$ cat src/rtl/spi_scan_ctl_pkg.sv
// Shared types and elaboration helpers for the SPI ADC scan sequencer.
package spi_pkg;

    typedef enum logic [2:0] {
        IDLE,
        SELECT,
        REQ,
        WAIT,
        GAP
    } scan_state_t;

    localparam int MAX_CHANNELS = 32;

    function automatic int clog2(input int value);
        int r;
        r = 0;
        while ((1 << r) < value) r++;
        return r;
    endfunction

endpackage

$ cat src/rtl/spi_scan_ctl_if.sv
// Request/response bus between the scan sequencer and the SPI frame engine.
interface spi_scan_ctl_if #(
    parameter int ADC_WIDTH  = 8,
    parameter int CHAN_WIDTH = 5
);
    logic                  frm_req;
    logic                  frm_ack;
    logic [CHAN_WIDTH-1:0] frm_chan;
    logic                  frm_done;
    logic [ADC_WIDTH-1:0]  frm_data;

    modport master (
        output frm_req,
        output frm_chan,
        input  frm_ack,
        input  frm_done,
        input  frm_data
    );

    modport slave (
        input  frm_req,
        input  frm_chan,
        output frm_ack,
        output frm_done,
        output frm_data
    );
endinterface

$ cat src/rtl/spi_scan_ctl_next_chan.sv
// Find-first-set over the latched channel mask, restricted to indices >= cur.
module spi_next_chan
    import spi_pkg::*;
#(
    parameter int NUM_CHANNELS = 4,
    parameter int CHAN_WIDTH   = 5
) (
    input  logic [NUM_CHANNELS-1:0] mask,
    input  logic [CHAN_WIDTH:0]     cur,
    output logic                    found,
    output logic [CHAN_WIDTH-1:0]   idx
);

    // Scan downwards so the lowest qualifying index is the one left standing.
    always_comb begin
        found = 1'b0;
        idx   = '0;
        for (int i = NUM_CHANNELS - 1; i >= 0; i--) begin
            if (mask[i] && ((CHAN_WIDTH + 1)'(i) >= cur)) begin
                found = 1'b1;
                idx   = CHAN_WIDTH'(i);
            end
        end
    end

endmodule

$ cat src/rtl/spi_scan_ctl.sv
// Scan sequencer: walks the enabled-channel mask, requests one SPI frame per
// channel, stores returned samples in a result bank and guards each frame with a watchdog.
module spi_scan_ctl
    import spi_pkg::*;
#(
    parameter int ADC_WIDTH    = 8,
    parameter int NUM_CHANNELS = 4,
    parameter int CHAN_WIDTH   = 5,
    parameter int SCAN_GAP     = 16,
    parameter int TIMEOUT      = 1024
) (
    input  logic                    clk,
    input  logic                    n_rst,
    input  logic                    start,
    input  logic                    continuous,
    input  logic [NUM_CHANNELS-1:0] chan_mask,
    spi_scan_ctl_if.master          frm,
    input  logic [CHAN_WIDTH-1:0]   rd_chan,
    output logic [ADC_WIDTH-1:0]    rd_data,
    output logic [NUM_CHANNELS-1:0] ch_valid,
    output logic                    busy,
    output logic                    scan_done,
    output logic                    err_timeout
);

    localparam int WD_W  = clog2(TIMEOUT + 1);
    // The gap counter runs 0..SCAN_GAP, so SCAN_GAP=0 still needs one bit.
    localparam int GAP_W = clog2(SCAN_GAP + 2);

    scan_state_t             state;
    scan_state_t             state_nxt;
    logic [NUM_CHANNELS-1:0] mask_q;
    logic [CHAN_WIDTH:0]     cur_q;
    logic [CHAN_WIDTH-1:0]   chan_q;
    logic [WD_W-1:0]         wdog_q;
    logic [GAP_W-1:0]        gap_q;
    logic [ADC_WIDTH-1:0]    bank [NUM_CHANNELS];
    logic                    found;
    logic [CHAN_WIDTH-1:0]   next_idx;
    logic                    wd_expire;
    logic                    gap_end;

    spi_next_chan #(
        .NUM_CHANNELS (NUM_CHANNELS),
        .CHAN_WIDTH   (CHAN_WIDTH)
    ) u_next_chan (
        .mask  (mask_q),
        .cur   (cur_q),
        .found (found),
        .idx   (next_idx)
    );

    assign wd_expire = (wdog_q == WD_W'(TIMEOUT - 1));
    assign gap_end   = (gap_q == GAP_W'(SCAN_GAP));

    always_ff @(posedge clk) begin
        if (!n_rst) state <= IDLE;
        else        state <= state_nxt;
    end

    always_comb begin
        state_nxt = state;
        case (state)
            IDLE:    if (start) state_nxt = SELECT;
            SELECT: begin
                if (found)            state_nxt = REQ;
                else if (!continuous) state_nxt = IDLE;
            end
            REQ:     if (frm.frm_ack) state_nxt = WAIT;
            WAIT:    if (frm.frm_done || wd_expire) state_nxt = GAP;
            GAP:     if (gap_end) state_nxt = SELECT;
            default: state_nxt = IDLE;
        endcase
    end

    always_comb begin
        frm.frm_req  = (state == REQ);
        frm.frm_chan = chan_q;
        busy         = (state != IDLE);
    end

    // Sequencer datapath: mask/cursor, watchdog, gap timer, result bank.
    always_ff @(posedge clk) begin
        if (!n_rst) begin
            mask_q      <= '0;
            cur_q       <= '0;
            chan_q      <= '0;
            wdog_q      <= '0;
            gap_q       <= '0;
            scan_done   <= 1'b0;
            err_timeout <= 1'b0;
            ch_valid    <= '0;
            for (int i = 0; i < NUM_CHANNELS; i++) bank[i] <= '0;
        end else begin
            scan_done <= 1'b0;
            case (state)
                IDLE: begin
                    if (start) begin
                        mask_q      <= chan_mask;
                        cur_q       <= '0;
                        err_timeout <= 1'b0;
                    end
                end
                SELECT: begin
                    if (found) begin
                        chan_q <= next_idx;
                    end else begin
                        scan_done <= 1'b1;
                        if (continuous) begin
                            mask_q <= chan_mask;
                            cur_q  <= '0;
                        end
                    end
                end
                REQ: begin
                    if (frm.frm_ack) wdog_q <= '0;
                end
                WAIT: begin
                    if (wdog_q != WD_W'(TIMEOUT)) wdog_q <= wdog_q + WD_W'(1);
                    gap_q <= '0;
                    // A sample arriving on the expiry cycle wins over the timeout.
                    if (frm.frm_done) begin
                        for (int i = 0; i < NUM_CHANNELS; i++) begin
                            if (chan_q == CHAN_WIDTH'(i)) begin
                                bank[i]     <= frm.frm_data;
                                ch_valid[i] <= 1'b1;
                            end
                        end
                        cur_q <= {1'b0, chan_q} + (CHAN_WIDTH + 1)'(1);
                    end else if (wd_expire) begin
                        err_timeout <= 1'b1;
                        cur_q       <= {1'b0, chan_q} + (CHAN_WIDTH + 1)'(1);
                    end
                end
                GAP: begin
                    if (!gap_end) gap_q <= gap_q + GAP_W'(1);
                end
                default: ;
            endcase
        end
    end

    // Registered bank read; out-of-range addresses read as zero.
    always_ff @(posedge clk) begin
        if (!n_rst) begin
            rd_data <= '0;
        end else begin
            rd_data <= '0;
            for (int i = 0; i < NUM_CHANNELS; i++) begin
                if (rd_chan == CHAN_WIDTH'(i)) rd_data <= bank[i];
            end
        end
    end

endmodule

$ cat src/flat_wrapper.sv
// flat-port wrapper written by rule: the top's interface ports become plain ports
module spi_scan_ctl_flat import spi_pkg::*;
#(
    parameter int ADC_WIDTH    = 8,
    parameter int NUM_CHANNELS = 4,
    parameter int CHAN_WIDTH   = 5,
    parameter int SCAN_GAP     = 16,
    parameter int TIMEOUT      = 1024
)
  (clk, n_rst, start, continuous, chan_mask, rd_chan, rd_data, ch_valid, busy, scan_done, err_timeout, frm_frm_req, frm_frm_chan, frm_frm_ack, frm_frm_done, frm_frm_data);
  spi_scan_ctl_if #(.ADC_WIDTH(ADC_WIDTH), .CHAN_WIDTH(CHAN_WIDTH)) frm_i ();
  input  logic clk;
  input  logic n_rst;
  input  logic start;
  input  logic continuous;
  input  logic [NUM_CHANNELS-1:0] chan_mask;
  input  logic [CHAN_WIDTH-1:0] rd_chan;
  output logic [ADC_WIDTH-1:0] rd_data;
  output logic [NUM_CHANNELS-1:0] ch_valid;
  output logic busy;
  output logic scan_done;
  output logic err_timeout;
  output wire logic [$bits(frm_i.frm_req)-1:0] frm_frm_req;
  output wire logic [$bits(frm_i.frm_chan)-1:0] frm_frm_chan;
  input wire logic [$bits(frm_i.frm_ack)-1:0] frm_frm_ack;
  input wire logic [$bits(frm_i.frm_done)-1:0] frm_frm_done;
  input wire logic [$bits(frm_i.frm_data)-1:0] frm_frm_data;
  assign frm_frm_req = frm_i.frm_req;
  assign frm_frm_chan = frm_i.frm_chan;
  assign frm_i.frm_ack = frm_frm_ack;
  assign frm_i.frm_done = frm_frm_done;
  assign frm_i.frm_data = frm_frm_data;
  spi_scan_ctl #(.ADC_WIDTH(ADC_WIDTH), .NUM_CHANNELS(NUM_CHANNELS), .CHAN_WIDTH(CHAN_WIDTH), .SCAN_GAP(SCAN_GAP), .TIMEOUT(TIMEOUT)) u_core (.clk(clk), .n_rst(n_rst), .start(start), .continuous(continuous), .chan_mask(chan_mask), .frm(frm_i), .rd_chan(rd_chan), .rd_data(rd_data), .ch_valid(ch_valid), .busy(busy), .scan_done(scan_done), .err_timeout(err_timeout));
endmodule
$ cat config.mk
export PLATFORM = sky130hd
export DESIGN_NAME = spi_scan_ctl_flat
export DESIGN_NICKNAME = d
export VERILOG_FILES = /design/src/rtl/spi_scan_ctl_pkg.sv /design/src/rtl/spi_scan_ctl_if.sv /design/src/rtl/spi_scan_ctl_next_chan.sv /design/src/rtl/spi_scan_ctl.sv /design/src/flat_wrapper.sv
export SDC_FILE = /design/constraint.sdc
export NUM_CORES = 1
export LEC_CHECK = 0
export CORE_UTILIZATION = 23
export CTS_CLUSTER_DIAMETER = 100
export DETAILED_ROUTE_END_ITERATION = 7
export GPL_TIMING_DRIVEN = 0
export PLACE_DENSITY_LB_ADDON = 0.2
export RECOVER_POWER = 100
export SLEW_MARGIN = 15
export SYNTH_ARGS = -nofsm -noshare
export SYNTH_HDL_FRONTEND = slang
export SYNTH_SLANG_ARGS = --single-unit
export TNS_END_PERCENT = 100
$ cat constraint.sdc
create_clock -name clk -period 2.1 [get_ports clk]
set_clock_uncertainty 0.05 [all_clocks]
set_input_delay 0.42 -clock clk [delete_from_list [all_inputs] [get_ports clk]]
set_output_delay 0.42 -clock clk [all_outputs]
set_load 0.01 [all_outputs]
==> results.cfg <==
[synth]
syn_area_sq_mm = 0.003451
yosys_warnings = 0
synthCells = 344
synth.distinct_cells = 50
synth.avg_cell_area_sq_um = 10.03
ys_seq_area_share_pct = 52.21
ys_seq_elements = 74
async_flop_share_pct = 0
ys.flop_type = dfxtp_1
synth_edf_count = 32

[finish]
syn2layout_area_growth_pct = 27.85
fin_util_pct = 30.24
nets = 424
final_common_cell = dfxtp_1
mostFrequentLayoutCells = dfxtp_1 (42), and3_1 (36), edfxtp_1 (32)
design_area_sq_mm = 0.004412
drive_gt1_share_pct = 9.548
diodes = 0

[clock_tree]
path_clk_slew_ns = 0.06
cts_root_buf = clkbuf_16
cts_sinks = 74
cts_tree = built
clk_latency_ns = 0.34
post-cts-setup-buffers = 0
clock_path_buffers = 2
htree_levels = 3
cts_inserted_buffers = 9

[detailed_routing]
vias = 2749
via_per_inst = 4.723
drt-total-wl_microns = 8884
dr.pass1.iters = 4
postRouteAntennaNets = 0
drc = 0
avgRoutedWirePerCell_microns = 15.26
drtIter0Drc = 178

[global_routing]
grt_pass1_wl_microns = 14270
grt_usage_pct = 12.07
antenna_found_initial = 0
grt_max_degree = 16
grt_pass1_vias = 2656
grt-ovfl-total = 0

[critical_path]
ff2ff_setup_slack_ns = 0.11
cp_cell_sequence = nor3_1 > inv_1 > clkdlybuf4s50_1
reg2reg_from = u_core.state[1]
r2r_cells = 6
slowest_delay_ns = 0.48
crit_path_start = u_core.state[0]
cp-endpoint = busy
crit_required_ns = 1.63
crit_path_max_fanout = 5
cp_slowest_cell = clkdlybuf4s50_1
worst-path-buf-inv = 2
cp.depth = 3
startpoint_type = flip-flop
end_kind = output pin
worstPathArrival_ns = 1.53
worst_r2r_endpoint = u_core.frm.frm_chan[0]
cp_top_family = buffers and inverters
critPathKind = reg2out

[status]
outcome = complete, no violations

[sta]
worstMarginPinSlew_ns = 0.6053
rsz0062_at_grt = false
finalSetupTns_ns = 0
maxSlewViolCount = 0
final.setup.worst_slack_ns = 0.09704
hold_viol = 0
finalCriticalPeriod_ns = 2.003
maxSlewHeadroom_pct = 59.28
fin_crit_sh_pct = 95.38
fmax_mhz = 499.3
setup_viol = 0

[placed_design]
placed_area_sq_mm = 0.004069
place.gp.congestion = 0.7492
io_buffers = 38
place_ws_ns = -0.5898
dp_hpwl_microns = 6166

[pwr]
total_power_w = 0.003791
ir_drop_mv = 0.3665
power_density_mw_per_mm2 = 859.4
leakage_nw = 1.764

[floorplan]
start_util_pct = 23.65
num_rows = 44
io_pins = 44
die_h_microns = 124.5
core_sq_mm = 0.01459
die_area_sq_mm = 0.01550
fp.dieW_microns = 124.5

[worst_hold_path]
min_path_type = reg2reg

[run]
maxCapViolCount = 0
## cell usage after synthesis, types with 2 or more instances
cell | instances | area share, %
o21ai_0 | 5 | 0.73
a21o_1 | 3 | 0.65
nand4_1 | 3 | 0.54
nand2_1 | 27 | 2.9
a31oi_1 | 5 | 0.91
buf_4 | 3 | 0.65
nor4bb_1 | 2 | 0.58
and3_1 | 36 | 6.5
buf_2 | 3 | 0.43
mux2i_1 | 7 | 2.0
a221oi_1 | 4 | 1.0
nand2b_1 | 3 | 0.54
nor4_1 | 2 | 0.36
a22oi_1 | 5 | 1.1
inv_1 | 10 | 1.1
a211oi_1 | 12 | 2.6
nand3_1 | 25 | 3.6
a22o_1 | 4 | 1.0
nor3_1 | 6 | 0.87
and2_1 | 2 | 0.36
dfxtp_1 | 42 | 24
edfxtp_1 | 32 | 28
xor2_1 | 10 | 2.5
xnor2_1 | 3 | 0.76
clkbuf_1 | 15 | 1.6
a21oi_1 | 13 | 1.9
ha_1 | 8 | 2.9
nor2_1 | 24 | 2.6
nor2b_1 | 9 | 1.6
## repair_timing
| action | CTS | global route |
|---|---|---|
| pin swaps | 0 | 1 |
| hold buffers | 0 | 0 |
| gates resized for setup | 7 | 11 |
| cloned | 0 | 0 |
| setup endpoints to repair | 11 | 49 |
## worst reg2reg max path: cells and delay by family, from the launching register on
| family | cells | cell delay [ns] |
|---|---|---|
| buffers and inverters | 1 | 0.14 |
| DFF | 1 | 0.33 |
| AOI/OAI and AO/OA | 2 | 0.22 |
| and+or+nand+nor | 3 | 1.17 |
## stage by stage
stage	hold WS, ns	instances
5_1_grt	0.4650	582
3_3_place_gp	0.4252	568
2_1_floorplan	0.3962	346
6_report	0.4271	582
3_5_place_dp	0.4220	568
4_1_cts	0.4409	583
## per-layer routing
| metal | wire, microns | vias to the layer above | track usage, % |
|---|---|---|---|
| met1 | 4163 | 1327 | 15.58 |
| li1 | - | 1362 | - |
| met2 | 4172 | 47 | 18.36 |
| met3 | 433 | 13 | 4.253 |
| met4 | 115 | 0 | 4.607 |
| met5 | 0 | - | 0 |
## worst min-delay path by stage
stage,to,depth (start not counted),startpoint
finish,u_core.ch_valid[3],1,u_core.ch_valid[3]
detailed placement,u_core.ch_valid[3],1,u_core.ch_valid[3]
CTS,u_core.ch_valid[3],1,u_core.ch_valid[3]
floorplan,u_core.cur_q[0],2,u_core.cur_q[0]
global placement,u_core.cur_q[0],2,u_core.cur_q[0]
global route,u_core.cur_q[0],2,u_core.cur_q[0]
## cells by family (layout without fill, tap and decap cells)
kind of cell	Yosys count	in the layout	share of synthesized area [%]
xor+xnor	13	13	3.300
compound gates	61	61	12.47
flops	74	74	52.21
other cells	1	3	0.1087
fa+ha+maj	8	8	2.901
buf+inv	33	85	4.242
simple gates	147	147	22.73
mux	7	7	2.031
## report_power, final
group | leakage, nW | internal, W | switching, W | total, W
logic | 0.943 | 0.000236 | 0.000328 | 0.000564
registers | 0.671 | 0.00156 | 0.0000390 | 0.00160
clock network | 0.150 | 0.000945 | 0.000681 | 0.00163
## flip-flops by register name, indices dropped and copies added, names as in the netlist
| register | flops |
|---|---|
| u_core.bank | 32 |
| u_core.wdog_q | 11 |
| u_core.rd_data | 8 |
| u_core.gap_q | 5 |
| u_core.ch_valid | 4 |
| u_core.mask_q | 4 |
| u_core.cur_q | 3 |
| u_core.state | 3 |
| u_core.frm.frm_chan | 2 |
| u_core.err_timeout | 1 |
| u_core.scan_done | 1 |
## final cells by class
cell class,count,area [sq um]
fillers,1512,10180
clock inverters,7,86.33
clock buffers,9,225.2
multi-input cells,239,1543
flip-flops and latches,74,1802
well taps,184,230.2
repair buffers,38,379.1
plain buffers,21,108.9
inverters,10,37.54
Note: power is estimated with default switching activity, not from simulation.
